### src/rtl/rv_pipe_pkg.sv
// Shared pipeline types for the forwarding/hazard logic: operand-mux select codes,
// scoreboard slot layout, and the producer-match helper.
package rv_pipe_pkg;

  localparam logic [1:0] FWD_RF    = 2'b00;
  localparam logic [1:0] FWD_EXMEM = 2'b01;
  localparam logic [1:0] FWD_MEMWB = 2'b10;
  localparam logic [1:0] FWD_RET   = 2'b11;

  // Slot index = how many instructions older than the ID instruction, minus one.
  localparam int SLOT_EX   = 0;
  localparam int SLOT_MEM  = 1;
  localparam int SLOT_WB   = 2;
  localparam int NUM_SLOTS = 3;

  typedef struct packed {
    logic       valid;
    logic [4:0] rd;
    logic       regwrite;
    logic       memread;
  } sb_slot_t;

  function automatic logic is_producer(input sb_slot_t slot, input logic [4:0] src);
    return slot.valid && slot.regwrite && (slot.rd == src) && (slot.rd != 5'd0);
  endfunction

endpackage

### src/rtl/fwd_operand_sel.sv
// Per-operand forwarding select and load-hit detection, youngest producer first.
// With FWD_RET_BYPASS_EN defined, a producer three instructions older selects the retired-value register.
module fwd_operand_sel
  import rv_pipe_pkg::*;
(
  input  logic                     [4:0] src,
  input  logic                           use_src,
  input  sb_slot_t [NUM_SLOTS-1:0]       slots,
  output logic                     [1:0] sel,
  output logic                           load_hit
);

  logic unused_memread_s;
  assign unused_memread_s = slots[SLOT_MEM].memread ^ slots[SLOT_WB].memread;

  // Priority select over the scoreboard; only the EX-slot load can still cause a hazard.
  always_comb begin
    sel      = FWD_RF;
    load_hit = 1'b0;
    if (!use_src) begin
      sel = FWD_RF;
    end else if (is_producer(slots[SLOT_EX], src)) begin
      sel      = FWD_EXMEM;
      load_hit = slots[SLOT_EX].memread;
    end else if (is_producer(slots[SLOT_MEM], src)) begin
      sel = FWD_MEMWB;
`ifdef FWD_RET_BYPASS_EN
    end else if (is_producer(slots[SLOT_WB], src)) begin
      // RF write lands at the end of this cycle, too late for the ID read; bypass from the retired register.
      sel = FWD_RET;
`else
    end else if (is_producer(slots[SLOT_WB], src)) begin
      // Write-first register file already returns this value in ID.
      sel = FWD_RF;
`endif
    end else begin
      sel = FWD_RF;
    end
  end

endmodule

### src/rtl/fwd_hazard_ctrl.sv
// Forwarding and load-use hazard controller beside the ID/EX register.
// Optional retired-value bypass selected by defining FWD_RET_BYPASS_EN.
module fwd_hazard_ctrl
  import rv_pipe_pkg::*;
(
  input  logic       clk,
  input  logic       rst,
  input  logic       id_valid,
  input  logic [4:0] id_rs1,
  input  logic [4:0] id_rs2,
  input  logic       id_use_rs1,
  input  logic       id_use_rs2,
  input  logic [4:0] id_rd,
  input  logic       id_regwrite,
  input  logic       id_memread,
  input  logic       ex_flush,
  output logic       stall,
  output logic       ex_bubble,
  output logic [1:0] fwd_a_sel,
  output logic [1:0] fwd_b_sel
);

  sb_slot_t [NUM_SLOTS-1:0] slots_q, slots_d;
  logic [1:0] fwd_a_sel_q, fwd_a_sel_d;
  logic [1:0] fwd_b_sel_q, fwd_b_sel_d;
  logic       ex_bubble_q, ex_bubble_d;
  logic [1:0] sel_a_s, sel_b_s;
  logic       hit_a_s, hit_b_s;
  logic       issue_s;

  fwd_operand_sel u_sel_a (
    .src      (id_rs1),
    .use_src  (id_use_rs1),
    .slots    (slots_q),
    .sel      (sel_a_s),
    .load_hit (hit_a_s)
  );

  fwd_operand_sel u_sel_b (
    .src      (id_rs2),
    .use_src  (id_use_rs2),
    .slots    (slots_q),
    .sel      (sel_b_s),
    .load_hit (hit_b_s)
  );

  // Load-use stall; a taken branch squashes ID so it never stalls.
  always_comb begin
    stall = 1'b0;
    if (id_valid && !ex_flush) begin
      stall = hit_a_s || hit_b_s;
    end else begin
      stall = 1'b0;
    end
  end

  assign issue_s = id_valid && !stall && !ex_flush;

  // Scoreboard advance and registered EX-stage controls.
  always_comb begin
    slots_d          = slots_q;
    slots_d[SLOT_WB] = slots_q[SLOT_MEM];
    slots_d[SLOT_MEM] = slots_q[SLOT_EX];
    fwd_a_sel_d      = FWD_RF;
    fwd_b_sel_d      = FWD_RF;
    ex_bubble_d      = 1'b1;
    if (issue_s) begin
      slots_d[SLOT_EX] = '{valid: 1'b1, rd: id_rd, regwrite: id_regwrite, memread: id_memread};
      fwd_a_sel_d      = sel_a_s;
      fwd_b_sel_d      = sel_b_s;
      ex_bubble_d      = 1'b0;
    end else begin
      slots_d[SLOT_EX] = '0;
    end
  end

  // State register with synchronous reset.
  always_ff @(posedge clk) begin
    if (rst) begin
      slots_q     <= '0;
      fwd_a_sel_q <= FWD_RF;
      fwd_b_sel_q <= FWD_RF;
      ex_bubble_q <= 1'b1;
    end else begin
      slots_q     <= slots_d;
      fwd_a_sel_q <= fwd_a_sel_d;
      fwd_b_sel_q <= fwd_b_sel_d;
      ex_bubble_q <= ex_bubble_d;
    end
  end

  assign ex_bubble = ex_bubble_q;
  assign fwd_a_sel = fwd_a_sel_q;
  assign fwd_b_sel = fwd_b_sel_q;

endmodule

### config.mk
export PLATFORM = sky130hd
export DESIGN_NAME = fwd_hazard_ctrl
export DESIGN_NICKNAME = d
export VERILOG_FILES = /design/src/rtl/rv_pipe_pkg.sv /design/src/rtl/fwd_operand_sel.sv /design/src/rtl/fwd_hazard_ctrl.sv
export SDC_FILE = /design/constraint.sdc
export NUM_CORES = 1
export LEC_CHECK = 0
export BUFFER_PORTS_ARGS = -buffer_cell sky130_fd_sc_hd__buf_2
export CAP_MARGIN = 25
export CELL_PAD_IN_SITES_DETAIL_PLACEMENT = 0
export CELL_PAD_IN_SITES_GLOBAL_PLACEMENT = 1
export CORE_MARGIN = 2
export CORE_UTILIZATION = 32
export DETAILED_ROUTE_END_ITERATION = 10
export HOLD_SLACK_MARGIN = 0.15
export PLACE_DENSITY_LB_ADDON = 0.2
export SKIP_LAST_GASP = 1
export SLEW_MARGIN = 20
export SYNTH_ARGS = -nofsm -noshare
export SYNTH_HDL_FRONTEND = slang
export SYNTH_SLANG_ARGS = --single-unit
### constraint.sdc
create_clock -name clk -period 1.8 [get_ports clk]
set_clock_uncertainty 0.2 [all_clocks]
set_input_delay 0.27 -clock clk [delete_from_list [all_inputs] [get_ports clk]]
set_output_delay 0.27 -clock clk [all_outputs]
set_load 0.005 [all_outputs]
==> out/results.tsv, run 1 <==
stage	metric	value	unit
setup_path	CP endpoint kind	output port	
sta	period utilisation layout	124.9	%
clocking	CTS tree	done	
final_layout	Antenna Cells	0	
detailed_routing	vias per cell	4.330	
sta	Fmax	444.8	MHz
setup_path	reg2reg end	slots_d[11]$_SDFF_PP0_	
sta	setup ws final	-0.4483	ns
synth	Mapped Area	909.6	um^2
detailed_routing	Routed Antenna Nets	0	
sta	Fin. Hold Viols	0	
power	maximum vdd drop	0.3356	mV
synth	Post-synth EDFFs	0	
floorplan	initial core utilization	33.27	%
worst_hold_path	hold depth	3	
synth	mean post-synth cell area	9.475	um^2
synth	Post-Syn Nets	119	
setup_path	Setup CP Type	reg2out	
clocking	CTS H-Tree Depth	1	
setup_path	maximum fanout along the worst path	3	
run_status	status	complete, but fails checks	
setup_path	Critical Path RT	1.33	ns
synth	Async SR Flop Fraction	0	%
setup_path	Data arrival, critical path	1.78	ns
grt	wire length of the first global-routing pass	3519	um
flow_run	Max Cap Violations	0	
synth	synth warn	0	
final_layout	area grow syn2layout	56.12	%
synth	top-area cell type share of the netlist area	44.02	%
clocking	Root Buffer	clkbuf_4	
final_layout	storage element area	404.1	um^2
final_layout	layout cells sized above 1	41.40	%
grt	Total Routing Usage GR	14.02	%
placement	HPWL after detailed placement	1713	um
final_layout	multi-input combinational cell area	533.0	um^2
clocking	TritonCTS buffer count	3	
clocking	Clock Pin Slew Worst Setup and Hold Paths	0.11	ns
final_layout	fin util	51.95	%
sta	minimum clock period	2.248	ns
setup_path	crit path launch type	register	
synth	#FFs+latches synth	20	
sta	RSZ-0062 raised after global routing	true	
run_status	failing checks	setup timing	
synth	Gate Count Post-Synth	96	
setup_path	slowest CP cell	dfxtp_2	
power	Power Density	600.7	nW/um^2
detailed_routing	initial DRC count	7	
detailed_routing	DR DRC count	0	
floorplan	die height	57.32	um
grt	global route overflow	0	
worst_hold_path	Hold Path End	slots_d[15]$_SDFF_PP0_	
setup_path	reg2reg setup slack	0.06	ns
worst_hold_path	launch point of the worst hold path	id_valid	
sta	Final Setup Violations	1	
final_layout	Nets	181	
placement	GPL Wtd Cong	0.8301	
synth	commonest cells in the netlist	dfxtp_1 (20), xnor2_1 (13), nor2_1 (12), nand2_1 (10)	
setup_path	r2r startpoint	slots_d[11]$_SDFF_PP0_	
detailed_routing	Post-Route WL	2066	um
floorplan	FP Rows	19	
clocking	Worst-Skew Late Latency	0.29	ns
clocking	clock tree buffer depth	2	
clocking	setup repair bufs after CTS	0	
detailed_routing	via count	814	
synth	post-synth cell types	26	
floorplan	Die X	57.32	um
power	P_leak	0.6357	nW
synth	largest cells by area after synthesis	dfxtp_1 (44%), xnor2_1 (13%), nor2_1 (5.0%)	
placement	port bufs	28	
synth	Yosys top cell by area	dfxtp_1	
sta	worst slew pin tran	0.2757	ns
power	Total Power	0.0008530	W
sta	slew margin rel.	81.48	%
floorplan	I/O Pins	29	
clocking	clk sinks	20	
grt	vias in the first global route	811	
setup_path	ordered list of cells on the worst path	xor2_2, nor4_4, nand4_2, a21boi_4, and3b_1, buf_2	
detailed_routing	DR pass1 iterations	4	
synth	post-synthesis sequential area ratio	44.02	%
floorplan	die area	3285	um^2
grt	pin count of the biggest net entering global routing	12	
setup_path	Critical Path Max Stage Delay	0.36	ns
synth	ys flop type	dfxtp_1	
grt	initial antenna violation count	0	
setup_path	reg2reg path depth	6	
synth	top-count cell post-synth	dfxtp_1	
sta	Final Max Tran Viols	0	
worst_hold_path	Worst Hold Class	in2reg	
final_layout	Filler cells	267	
detailed_routing	DR WL/cell	10.99	um
floorplan	core box area	2734	um^2
==> where the power goes <==
part	leakage, nW	switching, W	internal, W
clock	0.0210	0.000127	0.000123
combinational	0.451	0.0000572	0.0000855
sequential	0.164	0.00000911	0.000452
total	0.636	0.000193	0.000660
==> placed cells by master, fill, tap and decap left out <==
cell type	count
a21boi_4	1
a21oi_1	2
a221oi_4	1
and3_1	1
and3b_1	1
and4_1	1
buf_2	28
buf_4	19
clkbuf_4	3
clkbuf_8	1
dfxtp_1	17
dfxtp_2	3
dlygate4sd3_1	11
inv_1	4
nand2_1	10
nand2b_1	1
nand3_1	1
nand4_1	5
nand4_2	1
nor2_1	12
nor2b_1	5
nor3_1	3
nor3_2	1
nor3b_4	1
nor4_4	1
o2111ai_2	1
o21ai_1	1
o221a_2	1
or3b_2	1
or4_1	1
xnor2_1	13
xor2_1	3
xor2_2	2
==> how the worst max path moves through the flow <==
stage          slack (ns)  endpoint  cells past startpoint                    from
4_1_cts             -0.49     stall                      6  slots_d[11]$_SDFF_PP0_
6_report            -0.45     stall                      6  slots_d[11]$_SDFF_PP0_
3_3_place_gp        -0.20     stall                      7               id_rs2[1]
3_5_place_dp        -0.24     stall                      7               id_rs2[1]
5_1_grt             -0.53     stall                      6  slots_d[11]$_SDFF_PP0_
2_1_floorplan       -0.05     stall                      5  slots_d[11]$_SDFF_PP0_
==> cells by family after synthesis <==
logic type	Yosys count	share of synthesized area, %
AOI/OAI and AO/OA	7	7.565
xor gates and xnor gates	18	17.33
buffers and inverters	5	2.200
DFF	20	44.02
and+or+nand+nor	46	28.89
==> sequential cells by signal, indices dropped and copies added, names as in the netlist <==
name / flops
fwd_b_sel: 2
fwd_a_sel: 2
slots_d: 15
ex_bubble: 1
==> final cells by class <==
class                   count  area share (%)
inverters                   4           1.057
flip-flops and latches     20           28.46
repair buffers             58           27.67
clock buffers               4           2.555
well taps                  31           2.731
multi-input cells          71           37.53
==> critical path: cells and delay by family, from the launching register on <==
family,cells,cell delay (ns)
compound gates,1,0.18
xor+xnor,1,0.16
buf+inv,1,0.10
flops,1,0.36
simple gates,3,0.68
==> through the flow <==
| step | instance area, um^2 | worst slack, ns | std cells | hold slack, ns | setup TNS (ns) |
|---|---|---|---|---|---|
| 2_1_floorplan | 927.1 | -0.05073 | 96 | 0.1764 | -0.05073 |
| 3_3_place_gp | 1244 | -0.1992 | 173 | 0.2825 | -0.2037 |
| 3_5_place_dp | 1244 | -0.2355 | 173 | 0.2871 | -0.5255 |
| 4_1_cts | 1390 | -0.4859 | 188 | 0.1624 | -0.4859 |
| 5_1_grt | 1420 | -0.5268 | 188 | 0.1590 | -0.5547 |
| 6_report | 1420 | -0.4483 | 188 | 0.1824 | -0.4483 |
==> per-layer routing <==
metal | vias up | track usage, % | routed length (um)
li1 | 443 | - | -
met4 | 0 | 3.987 | 17
met1 | 353 | 18.71 | 958
met3 | 2 | 3.401 | 91
met5 | - | 0 | 0
met2 | 16 | 22.66 | 999
==> what timing repair did <==
action / CTS / global route
pin swaps: 0 / 3
gates resized for setup: 0 / 5
gates cloned: 0 / 0
setup endpoints to repair: 1 / 12
hold buffers: 11 / 0
hold endpoints to repair: 19 / 0
Power figures use the tool's default switching activity.
==> run 2: changes to the inputs <==
--- a/config.mk
+++ b/config.mk
@@ -10,7 +10,7 @@
 export CELL_PAD_IN_SITES_DETAIL_PLACEMENT = 0
 export CELL_PAD_IN_SITES_GLOBAL_PLACEMENT = 1
 export CORE_MARGIN = 2
-export CORE_UTILIZATION = 32
+export CORE_UTILIZATION = 35
 export DETAILED_ROUTE_END_ITERATION = 10
 export HOLD_SLACK_MARGIN = 0.15
 export PLACE_DENSITY_LB_ADDON = 0.2
@@ -18,4 +18,5 @@
 export SLEW_MARGIN = 20
 export SYNTH_ARGS = -nofsm -noshare
 export SYNTH_HDL_FRONTEND = slang
+export SYNTH_HIERARCHICAL = 1
 export SYNTH_SLANG_ARGS = --single-unit
==> run 2 against run 1 <==
  * The run still ends with setup timing left
  * Clock power up 2%
  * First-iteration DRC count rose by 14%
  * Combinational power increased by 4%
  * Wire length is 10% higher
  * Hold slack got worse by 0.036 ns
  * Non-clock buffer count shrank 1
  * Global-route usage grew 0.82 points
  * Design area is 0.79% higher
  * Area after synthesis is 5.6% higher
==> out/results.tsv, run 2 <==
stage	metric	value	unit	change
clocking	clock tree buffer depth	2		unchanged
final_layout	area grow syn2layout	48.96	%	was 56.12%
final_layout	most common cell after layout, fill and taps aside	buf_2		unchanged
floorplan	die area	3180	um^2	was 3285 um^2
grt	global route overflow	0		unchanged
final_layout	commonest non-fill, non-tap cells in the layout	buf_2 (28), buf_4 (20), xnor2_1 (18), dfxtp_1 (17), nor3b_2 (11)		was buf_2 (28), buf_4 (19), dfxtp_1 (17), xnor2_1 (13), nor2_1 (12)
placement	HPWL after detailed placement	1797	um	was 1713 um
detailed_routing	initial DRC count	8		was 7
final_layout	Nets	172		was 181
clocking	Clock Pin Slew Worst Setup and Hold Paths	0.11	ns	about the same
setup_path	Critical Path RT	1.82	ns	was 1.33 ns
grt	wire length of the first global-routing pass	3588	um	was 3519 um
sta	setup ws final	-0.5507	ns	was -0.4483 ns
sta	Final Setup Violations	14		was 1
detailed_routing	DR WL/cell	12.82	um	was 10.99 um
synth	synth warn	6		was 0
setup_path	CP endpoint kind	register		was output port
final_layout	max reg flops	15		unchanged
synth	Post-Syn Nets	114		was 119
final_layout	Antenna Cells	0		unchanged
placement	port bufs	28		unchanged
detailed_routing	via count	850		was 814
power	maximum vdd drop	0.5156	mV	was 0.3356 mV
clocking	Root Buffer	clkbuf_4		unchanged
detailed_routing	DR pass1 iterations	4		unchanged
floorplan	initial core utilization	37.76	%	was 33.27%
clocking	clk sinks	20		unchanged
sta	slew margin rel.	68.88	%	was 81.48%
sta	worst slew pin tran	0.4668	ns	was 0.2757 ns
final_layout	Finished Cell Area	1431	um^2	was 1420 um^2
run_status	failing checks	setup timing		unchanged
power	P_leak	0.5700	nW	was 0.6357 nW
setup_path	Data arrival, critical path	2.37	ns	was 1.78 ns
sta	setup TNS	-7.265	ns	was -0.4483 ns
floorplan	I/O Pins	29		unchanged
clocking	CTS H-Tree Depth	1		unchanged
synth	mean post-synth cell area	10.56	um^2	was 9.475 um^2
setup_path	maximum fanout along the worst path	8		was 3
detailed_routing	Routed Antenna Nets	0		unchanged
worst_hold_path	Worst Hold Class	in2reg		unchanged
clocking	TritonCTS buffer count	3		unchanged
clocking	Worst-Skew Late Latency	0.29	ns	about the same
sta	Fin. Hold Viols	0		unchanged
detailed_routing	DR DRC count	0		unchanged
sta	minimum clock period	2.351	ns	was 2.248 ns
detailed_routing	Post-Route WL	2282	um	was 2066 um
floorplan	core box area	2545	um^2	was 2734 um^2
sta	period utilisation layout	130.6	%	was 124.9%
flow_run	Max Cap Violations	0		unchanged
synth	Gate Count Post-Synth	91		was 96
final_layout	layout cells sized above 1	52.70	%	was 41.40%
floorplan	FP Rows	18		was 19
sta	Final Max Tran Viols	0		unchanged
sta	Fmax	425.4	MHz	was 444.8 MHz
floorplan	Die X	56.40	um	was 57.32 um
power	Power Density	602.8	nW/um^2	was 600.7 nW/um^2
grt	Total Routing Usage GR	14.85	%	was 14.02%
setup_path	Setup CP Type	reg2reg		was reg2out
clocking	CTS tree	done		unchanged
synth	Mapped Area	960.9	um^2	was 909.6 um^2
floorplan	die height	56.40	um	was 57.32 um
power	Total Power	0.0008628	W	was 0.0008530 W
placement	GPL Wtd Cong	0.7454		was 0.8301
final_layout	Filler cells	243		was 267
final_layout	fin util	56.24	%	was 51.95%
grt	initial antenna violation count	0		unchanged
run_status	status	complete, but fails checks		unchanged
placement	Placed Area	1259	um^2	was 1244 um^2
setup_path	crit path launch type	register		unchanged
grt	pin count of the biggest net entering global routing	21		was 12
grt	vias in the first global route	826		was 811
sta	RSZ-0062 raised after global routing	true		unchanged
detailed_routing	vias per cell	4.775		was 4.330
==> run 2: report_power, final <==
group	internal, W	total [W]	switching, W
clock	0.000123	0.000255	0.000131
sequential	0.000452	0.000459	0.00000746
combinational	0.0000893	0.000149	0.0000599
==> run 2: per-stage QoR <==
stage / hold slack [ns] / instances / setup WS (ns)
floorplan: 0.2269 / 91 / -0.4829
global placement: 0.2875 / 164 / -0.5129
detailed placement: 0.2887 / 164 / -0.5417
CTS: 0.1395 / 177 / -0.5300
global route: 0.1544 / 178 / -0.6425
finish: 0.1463 / 178 / -0.5507
==> run 2: final timing paths <==
| path | slack [ns] | cells after the start | to | startpoint |
|---|---|---|---|---|
| setup / recovery | -0.55 | 7 | slots_d[14]$_SDFF_PP0_ | slots_d[12]$_SDFF_PP0_ |
| hold / removal | 0.15 | 3 | ex_bubble$_SDFF_PP1_ | ex_flush |
| hold reg to reg | 0.30 | 1 | slots_d[17]$_SDFF_PP0_ | slots_d[9]$_SDFF_PP0_ |
| setup reg to reg | -0.55 | 7 | slots_d[14]$_SDFF_PP0_ | slots_d[12]$_SDFF_PP0_ |
==> run 2: critical path, cell delays in order (launching register included) <==
cell and delay [ns]:
dfxtp_2 0.34, or4_4 0.54, nor2_4 0.09, nor3_2 0.05
and3_1 0.15, or4b_4 0.56, buf_8 0.17, nor3b_2 0.17
==> run 2: cell type report <==
cell class                      instances  area (um^2)  area share [%]
Sequential cell                        20        404.1           28.23
Clock buffer                            4        36.28           2.535
Timing Repair Buffer                   57        386.6           27.01
Multi-Input combinational cell         67        566.8           39.60
Tap cell                               30        37.54           2.622
==> run 2: timing repair <==
item / CTS / global route
pin swaps: 14 / 6
setup endpoints to repair: 14 / 14
buffers inserted: 2 / 1
hold buffers: 7 / 0
endpoints found under the hold margin: 8 / 0
gates resized for setup: 10 / 1
==> run 2: per-layer routing <==
layer / part of all wire [%] / global-route usage, %
met1: 46 / 17.35
met2: 49 / 25.71
met3: 3.2 / 5.069
met4: 0.92 / 4.082
met5: 0 / 0
